[config.mk]
export PLATFORM = sky130hd
export DESIGN_NAME = ecc_correct_pipe
export DESIGN_NICKNAME = d
export VERILOG_FILES = /design/src/rtl/ecc_correct_pipe.sv
export SDC_FILE = /design/constraint.sdc
export NUM_CORES = 1
export LEC_CHECK = 0
export CORE_UTILIZATION = 55
export DETAILED_ROUTE_END_ITERATION = 10
export PLACE_DENSITY = 0.82
export SYNTH_ARGS = -nofsm -noshare
export SYNTH_HDL_FRONTEND = slang
export SYNTH_SLANG_ARGS = --single-unit
[constraint.sdc]
create_clock -name clk -period 4.5 [get_ports clk]
set_input_delay 0.45 -clock clk [delete_from_list [all_inputs] [get_ports clk]]
set_output_delay 0.45 -clock clk [all_outputs]
set_load 0.02 [all_outputs]
[src/rtl/ecc_correct_pipe.sv]
// SEC/DED correction back end: flips the bit named by the syndrome, strips parity
// and returns the data word through a two-stage valid/ready pipeline with error counters.
module ecc_correct_pipe #(
  parameter int DATA_S = 8,
  parameter int SYN_S  = 4,
  parameter int DATA_M = 16,
  parameter int SYN_M  = 5,
  parameter int DATA_L = 32,
  parameter int SYN_L  = 6,
  parameter int CNT_W  = 16
) (
  input  logic                    clk,
  input  logic                    rst,
  input  logic                    in_valid,
  output logic                    in_ready,
  input  logic [DATA_L+SYN_L:0]   in_cw,
  input  logic [SYN_L-1:0]        in_syn,
  input  logic [1:0]              in_nof,
  input  logic [1:0]              in_mode,
  output logic                    out_valid,
  input  logic                    out_ready,
  output logic [DATA_L-1:0]       out_data,
  output logic                    out_corr,
  output logic                    out_uncorr,
  output logic [5:0]              out_pos,
  input  logic                    clr_cnt,
  output logic [CNT_W-1:0]        cnt_corr,
  output logic [CNT_W-1:0]        cnt_uncorr
);

  localparam int CW_S = DATA_S + SYN_S + 1;
  localparam int CW_M = DATA_M + SYN_M + 1;
  localparam int CW_L = DATA_L + SYN_L + 1;

  logic [7:0]       par_w, cw_w, lg, syn_m, pos_c;
  logic [SYN_L-1:0] syn_v;
  logic             is_pow, pos_ok, cls_corr, cls_uncorr;
  logic [CW_L-1:0]  mask_c, fixed_c;
  logic [DATA_L-1:0] data_c;
  logic             s1_adv, s2_adv, fire;

  logic              s1_valid_q, s1_valid_d;
  logic [CW_L-1:0]   s1_cw_q, s1_cw_d;
  logic [CW_L-1:0]   s1_mask_q, s1_mask_d;
  logic              s1_corr_q, s1_corr_d;
  logic              s1_uncorr_q, s1_uncorr_d;
  logic [1:0]        s1_mode_q, s1_mode_d;
  logic [5:0]        s1_pos_q, s1_pos_d;
  logic              out_valid_q, out_valid_d;
  logic [DATA_L-1:0] out_data_q, out_data_d;
  logic              out_corr_q, out_corr_d;
  logic              out_uncorr_q, out_uncorr_d;
  logic [5:0]        out_pos_q, out_pos_d;
  logic [CNT_W-1:0]  cnt_corr_q, cnt_corr_d;
  logic [CNT_W-1:0]  cnt_uncorr_q, cnt_uncorr_d;

  // Syndrome to codeword position: zero names the overall parity bit, powers of two
  // name Hamming parity bits, everything else ranks into the data field.
  always_comb begin
    par_w = 8'(SYN_L);
    cw_w  = 8'(CW_L);
    case (in_mode)
      2'd0: begin par_w = 8'(SYN_S); cw_w = 8'(CW_S); end
      2'd1: begin par_w = 8'(SYN_M); cw_w = 8'(CW_M); end
      default: ;
    endcase
    syn_v = '0;
    for (int i = 0; i < SYN_L; i++) syn_v[i] = in_syn[i] & (8'(i) < par_w);
    syn_m = 8'(syn_v);
    lg = '0;
    for (int i = 0; i < SYN_L; i++) if (syn_v[i]) lg = 8'(i);
    is_pow = (syn_v != '0) && ((syn_v & (syn_v - SYN_L'(1))) == '0);
    if (syn_v == '0)  pos_c = par_w;
    else if (is_pow)  pos_c = lg;
    else              pos_c = syn_m - lg - 8'd2 + par_w + 8'd1;
    pos_ok     = pos_c < cw_w;
    cls_corr   = 1'b0;
    cls_uncorr = 1'b0;
    if (in_mode == 2'd3 || in_nof[1]) cls_uncorr = 1'b1;
    else if (in_nof == 2'd1) begin
      if (pos_ok) cls_corr   = 1'b1;
      else        cls_uncorr = 1'b1;
    end
    mask_c = cls_corr ? (CW_L'(1) << pos_c) : '0;
  end

  always_comb begin
    fixed_c = s1_cw_q ^ s1_mask_q;
    case (s1_mode_q)
      2'd0:    data_c = DATA_L'(fixed_c[CW_S-1:SYN_S+1]);
      2'd1:    data_c = DATA_L'(fixed_c[CW_M-1:SYN_M+1]);
      2'd2:    data_c = fixed_c[CW_L-1:SYN_L+1];
      default: data_c = '0;
    endcase
  end

  assign s2_adv   = !out_valid_q || out_ready;
  assign s1_adv   = !s1_valid_q || s2_adv;
  assign fire     = out_valid_q && out_ready;
  assign in_ready = s1_adv;

  always_comb begin
    s1_valid_d   = s1_valid_q;
    s1_cw_d      = s1_cw_q;
    s1_mask_d    = s1_mask_q;
    s1_corr_d    = s1_corr_q;
    s1_uncorr_d  = s1_uncorr_q;
    s1_mode_d    = s1_mode_q;
    s1_pos_d     = s1_pos_q;
    out_valid_d  = out_valid_q;
    out_data_d   = out_data_q;
    out_corr_d   = out_corr_q;
    out_uncorr_d = out_uncorr_q;
    out_pos_d    = out_pos_q;
    cnt_corr_d   = cnt_corr_q;
    cnt_uncorr_d = cnt_uncorr_q;

    if (s1_adv) begin
      s1_valid_d = in_valid;
      if (in_valid) begin
        s1_cw_d     = in_cw;
        s1_mask_d   = mask_c;
        s1_corr_d   = cls_corr;
        s1_uncorr_d = cls_uncorr;
        s1_mode_d   = in_mode;
        s1_pos_d    = cls_corr ? pos_c[5:0] : 6'd0;
      end
    end

    if (s2_adv) begin
      out_valid_d = s1_valid_q;
      if (s1_valid_q) begin
        out_data_d   = data_c;
        out_corr_d   = s1_corr_q;
        out_uncorr_d = s1_uncorr_q;
        out_pos_d    = s1_pos_q;
      end
    end

    // Clear wins over an increment landing in the same cycle.
    if (clr_cnt) begin
      cnt_corr_d   = '0;
      cnt_uncorr_d = '0;
    end else if (fire) begin
      if (out_corr_q && cnt_corr_q != '1)     cnt_corr_d   = cnt_corr_q + CNT_W'(1);
      if (out_uncorr_q && cnt_uncorr_q != '1) cnt_uncorr_d = cnt_uncorr_q + CNT_W'(1);
    end
  end

  always_ff @(posedge clk or negedge rst) begin
    if (!rst) begin
      s1_valid_q   <= 1'b0;
      s1_cw_q      <= '0;
      s1_mask_q    <= '0;
      s1_corr_q    <= 1'b0;
      s1_uncorr_q  <= 1'b0;
      s1_mode_q    <= 2'd0;
      s1_pos_q     <= 6'd0;
      out_valid_q  <= 1'b0;
      out_data_q   <= '0;
      out_corr_q   <= 1'b0;
      out_uncorr_q <= 1'b0;
      out_pos_q    <= 6'd0;
      cnt_corr_q   <= '0;
      cnt_uncorr_q <= '0;
    end else begin
      s1_valid_q   <= s1_valid_d;
      s1_cw_q      <= s1_cw_d;
      s1_mask_q    <= s1_mask_d;
      s1_corr_q    <= s1_corr_d;
      s1_uncorr_q  <= s1_uncorr_d;
      s1_mode_q    <= s1_mode_d;
      s1_pos_q     <= s1_pos_d;
      out_valid_q  <= out_valid_d;
      out_data_q   <= out_data_d;
      out_corr_q   <= out_corr_d;
      out_uncorr_q <= out_uncorr_d;
      out_pos_q    <= out_pos_d;
      cnt_corr_q   <= cnt_corr_d;
      cnt_uncorr_q <= cnt_uncorr_d;
    end
  end

  assign out_valid  = out_valid_q;
  assign out_data   = out_data_q;
  assign out_corr   = out_corr_q;
  assign out_uncorr = out_uncorr_q;
  assign out_pos    = out_pos_q;
  assign cnt_corr   = cnt_corr_q;
  assign cnt_uncorr = cnt_uncorr_q;

endmodule

### Word-level counts from Yosys, hierarchy flattened

Cells that the tools add are included.

* latch bits: 0
* bits in registers: 162
* ROM bits: 0
* output and inout port bits: 74
* RAM bits: 0
* word-level logic and storage cells: 89
* memories: 0

* $lt $le $gt $ge: 7
* bitwise logic cells: 8
* eq/ne operators: 7
* reduce and logical (&&, ||, !) cells: 21
* divide/modulo/power cells: 0
* multiplexer cells: 24
* shifts and indexed selects: 1
* $mul: 0
* add/subtract/negate cells: 7

Operator list (count)
* $mux 16: 6
* $pmux 32 s3: 1
* $mux 8: 6
* $mux 39: 1
* $shl 1x8->39 const A: 1
* $xor 39x39->39: 1
* $add 16x1->16 const B: 2
* $ne 16x16->1 const B: 2
* $lt 1x8->1 const A: 2
* $lt 2x8->1 const A: 2
* $lt 3x8->1 const A: 2
* $logic_not 6->1: 2
* $pmux 6 s2: 1
* $add 8x1->8 const B: 1
* $add 8x8->8: 1
* $lt 8x8->1: 1
* $reduce_and 2->1: 4
* $sub 6x8->8: 1
* $sub 8x2->8 const B: 1
* $mux 1: 7
* $and 1x1->1: 6
* $and 6x6->6: 1
* $eq 2x1->1 const B: 3
* $mux 6: 1
* other kinds (9): 19

### Logic depth before layout (Yosys ltp)

* depth after elaboration: 20
* mapped depth: 20
* mapped depth without buffers: 18

### Worst setup path before layout

OpenSTA, ideal clock, no wires.

* path type: input-to-reg
* from: input in_mode[1]
* to: register s1_mask_q[10]
* stages: 18
* library setup time: 68 ps
* path slack: 305 ps
* data required time: 4432 ps
* arrival: 4127 ps
* path buffers: 1
* cells stage by stage: o21ai_2 -> inv_2 -> a221oi_1 -> fa_1 -> inv_1 -> ha_1 -> inv_1 -> fa_1 -> nor2b_1 -> o22a_1 -> xor2_1 -> nor2_1 -> ha_1 -> and3_1 -> a311oi_4 -> and2_1 -> buf_4 -> a32o_1

* word-level cells in the longest chain between the ends: 20
* elaborated cells between the ends (all ways): 41

RTL lines
* from (decl): line 19 `input logic [1:0] in_mode,`
* $eq 2x1->1 or $logic_not 2->1 (tied branches): line 62 `case (in_mode)`
* $pmux 2 s2: line 62
* $lt 1x8->1: line 68 `for (int i = 0; i < SYN_L; i++) syn_v[i] = in_syn[i] & (8'(i) < par_w);`
* $and 1x1->1: line 68
* $mux 1: line 71 `for (int i = 0; i < SYN_L; i++) if (syn_v[i]) lg = 8'(i);`
* $mux 8 (4 in series): line 71
* $sub 6x8->8: line 75 `else pos_c = syn_m - lg - 8'd2 + par_w + 8'd1;`
* $sub 8x2->8: line 75
* $add 8x8->8: line 75
* $add 8x1->8: line 75
* $mux 8: line 74 `else if (is_pow) pos_c = lg;`
* $mux 8: line 73 `if (syn_v == '0) pos_c = par_w;`
* $lt 8x8->1: line 76 `pos_ok = pos_c < cw_w;`
* $mux 1: line 81 `if (pos_ok) cls_corr = 1'b1;`
* $mux 1: line 80 `else if (in_nof == 2'd1) begin`
* $mux 1: line 79 `if (in_mode == 2'd3 || in_nof[1]) cls_uncorr = 1'b1;`
* $mux 39 *: line 84 `mask_c = cls_corr ? (CW_L'(1) << pos_c) : '0;`
* to (signal assigned): line 169 `s1_mask_q <= s1_mask_d;`
* to (decl): line 44 `logic [CW_L-1:0] s1_mask_q, s1_mask_d;`

Mark *: on every way between the ends. The rest lies on a longest branch, timed or not.
A chain may end at the register's enable or synchronous reset.

### Final worst setup path

* from: input in_mode[1]
* to: register s1_mask_q[37]

The elaborated chain is that of the path after synthesis.

==> summary.txt <==
Die
  – IO Count: 128
  – Die Span Y: between 100 and 150 um
  – Starting Density: 56.44%
  – CORE AREA: 13,240 sq um
  – Die Wd: ~120 um
  – # rows: 42
  – Die ar.: 14,060 sq um

Timing
  – Share of the clock period used by the worst path: 92.47%
  – Setup_tns: 0 ns
  – Final setup viols: 0
  – FMAX: 0.2403 GHz
  – Worst setup margin: 0.3387 ns
  – Worst-Margin Slew: roughly 1.2 ns
  – Unrepaired setup endpoints after global routing: no
  – Slew Viols, Final: 0
  – Minimum clock period: 4.161 ns
  – Clock Skew: slightly above 0.009 ns
  – Final hold vios: 0
  – Relative slew slack: about 17%

GRT
  – Vias in the first global route: 6,296
  – GRT Total Usage: 27.78%
  – Initial antenna violation count: 0
  – First-pass GRT wire length: 30.78 mm
  – GRT overflow: 0
  – Pin count of the biggest net entering global routing: around 110

Placed design
  – Global placement routability congestion: around 0.85
  – Place WS: -0.2883 ns
  – Dpl cell area: 9104 sq um
  – Dpl hpwl: 12.74 mm
  – I/O Buffers: 122
  – # placed instances: around 1,100

Setup path
  – Worst Setup End Kind: flip-flop
  – CP arrival: 4.52 ns
  – Worst EP required: 4.86 ns
  – R2r setup slk: 1.77 ns
  – RR Endpoint: cnt_corr[13]
  – Worst r2r path cells: 8
  – CP Class: in -> reg
  – Worst r2r src: cnt_corr[7]
  – CP max FO: 4
  – Worst Setup Start Kind: input port

Cells and area
  – Area Growth Syn to Fin: 30.33%
  – Diodes inserted: 0
  – Share of cells above drive strength 1: 11.45%
  – Final Non-Filler Cells: 1,093
  – Post-Layout Inst Area: 9742 sq um
  – Post-layout nets: 977

Outcome
  – Status: complete, no violations

Synthesis
  – Number of synthesized flops with an enable pin: 0
  – Synth top area cells: dfrtp_1 51%, nand2_1 8.5%, xnor2_1 5.2%
  – Synth warn: 0
  – Synth top area share: 50.89%
  – Synth async-reset ratio: 100.0%
  – Seq/Total Area, Yosys: 50.89%
  – Syn Inst Count: roughly 760
  – FF+latch count, synth: 152
  – Synth Flop Type: dfrtp_1
  – Syn Area/Cell: 9.887 sq um
  – Netlist cell types: 60
  – Synth area leader: dfrtp_1
  – Synthesized cell area: 7475 sq um
  – Most frequent cell after synthesis: nand2_1
  – Synth Net Count: approximately 830
  – Leading cell types by count after synthesis: 170 x nand2_1, 152 x dfrtp_1, 56 x nor2_1

Min path
  – Hold Path Class: in -> async

Clock tree
  – Clock slew at reported path FFs: 0.06 ns
  – CTS tree: built
  – CTS max path bufs: 2
  – Clk Latency, worst-skew pair: 0.42 ns
  – Total clock sinks: about 150
  – Clk Tree Root Cell: clkbuf_16
  – H-tree Lvls: 4
  – Cts bufs inserted: 17

Drt
  – Via count: 6,277
  – Final ANT Viol Nets: 0
  – Routed length per placed instance: around 17 um
  – Post-Route WL: 18.67 mm
  – Residual DRC: 0
  – Via density: 5.743
  – Initial DRC Count: between 500 and 600
  – Drt pass-1 iters: 5

Run
  – Max cap viols: 0

Power
  – Max VDD drop: 0.2929 mV
  – Pleak: ~0.0043 uW
  – Power Density: just over 400 nW/um^2
power by group:
group          internal (uW)  switching, uW  total (uW)
registers               1480           90.0        1570
clock network            908            579        1490
logic                    382            498         880
total                   2770           1170        3930
worst max-delay path, cell delays in order:
cell and delay [ns]:
clkdlybuf4s50_1 0.44, o21ai_2 0.19, inv_2 0.08, a221oi_4 0.23, fa_1 0.45, inv_1 0.06, ha_1 0.15, inv_1 0.05
fa_1 0.39, nor2b_1 0.16, o22a_1 0.20, xor2_1 0.21, nor2_1 0.09, ha_1 0.29, and3_1 0.18, a311oi_4 0.31
buf_4 0.19, and2_1 0.20, a32o_1 0.18
per-stage QoR:
stage          utilization [%]  hold slack [ns]  total power [uW]
5_1_grt                  73.56           0.2627              4084
3_3_place_gp             68.75           0.4562              2426
6_report                 73.56           0.1795              3932
2_1_floorplan                -           0.1544              2051
4_1_cts                  73.42           0.2169              3934
3_5_place_dp             68.75           0.4634              2456
logic make-up (layout without fill, tap and decap cells):
group | after synthesis | in the layout | synth area share, %
simple gates | 300 | 300 | 17.74
flops | 152 | 152 | 50.89
compound gates | 148 | 148 | 15.42
xor+xnor | 67 | 67 | 7.851
buf+inv | 59 | 220 | 3.097
fa+ha+maj | 19 | 19 | 3.381
mux | 11 | 11 | 1.624
cell type report:
class	instances	area [sq um]
clock buffer	19	452.9
clock inverter	13	166.4
fill	950	3501
inverter	22	82.58
multi-input combinational	545	3463
sequential	152	3804
tap	176	220.2
timing repair buffer	166	1553
routing by layer:
metal  up-vias  track usage, %  part of all wire (%)
li1       2919               -                     -
met1      3092           35.16                    42
met5         -               0                     0
met3        41           5.116                   4.8
met4         0           9.652                   2.1
met2       225           47.70                    51
worst max-delay path by stage:
stage	cells after the start	slack (ns)	to	from
floorplan	18	0.31	s1_mask_q[10]	in_mode[1]
global placement	18	-0.11	s1_mask_q[14]	in_mode[1]
detailed placement	18	-0.29	s1_mask_q[14]	in_mode[1]
CTS	18	0.13	s1_mask_q[15]	in_mode[1]
global route	19	0.02	s1_mask_q[38]	in_mode[1]
finish	19	0.34	s1_mask_q[37]	in_mode[1]
timing repair:
action | in CTS | in global routing
endpoints found under the setup margin | 0 | 41
resized for setup | 0 | 4
buffers inserted | 0 | 0
hold buffers | 0 | 0
sequential cells by signal (all words and copies together) (netlist names), 2 cells and up:
signal	count
cnt_corr	16
cnt_uncorr	16
out_data	32
out_pos	6
s1_cw_q	34
s1_mask_q	34
s1_mode_q	2
s1_pos_q	6
placed cells by master, fill, tap and decap left out, drive strengths merged, types with 4 or more instances in the layout:
cell,instances
a211oi,6
a21oi,17
a32o,33
a41oi,4
and2,5
and3,7
buf,45
clkbuf,19
clkdlybuf4s50,121
clkinv,4
dfrtp,152
ha,17
inv,25
mux2,9
nand2,171
nand2b,5
nand3,7
nand4,11
nor2,56
nor2b,7
nor3,14
nor4,4
o21ai,33
o21bai,4
o22a,11
o31ai,19
xnor2,44
xor2,23
No activity file was read; power rests on OpenSTA's default activity.
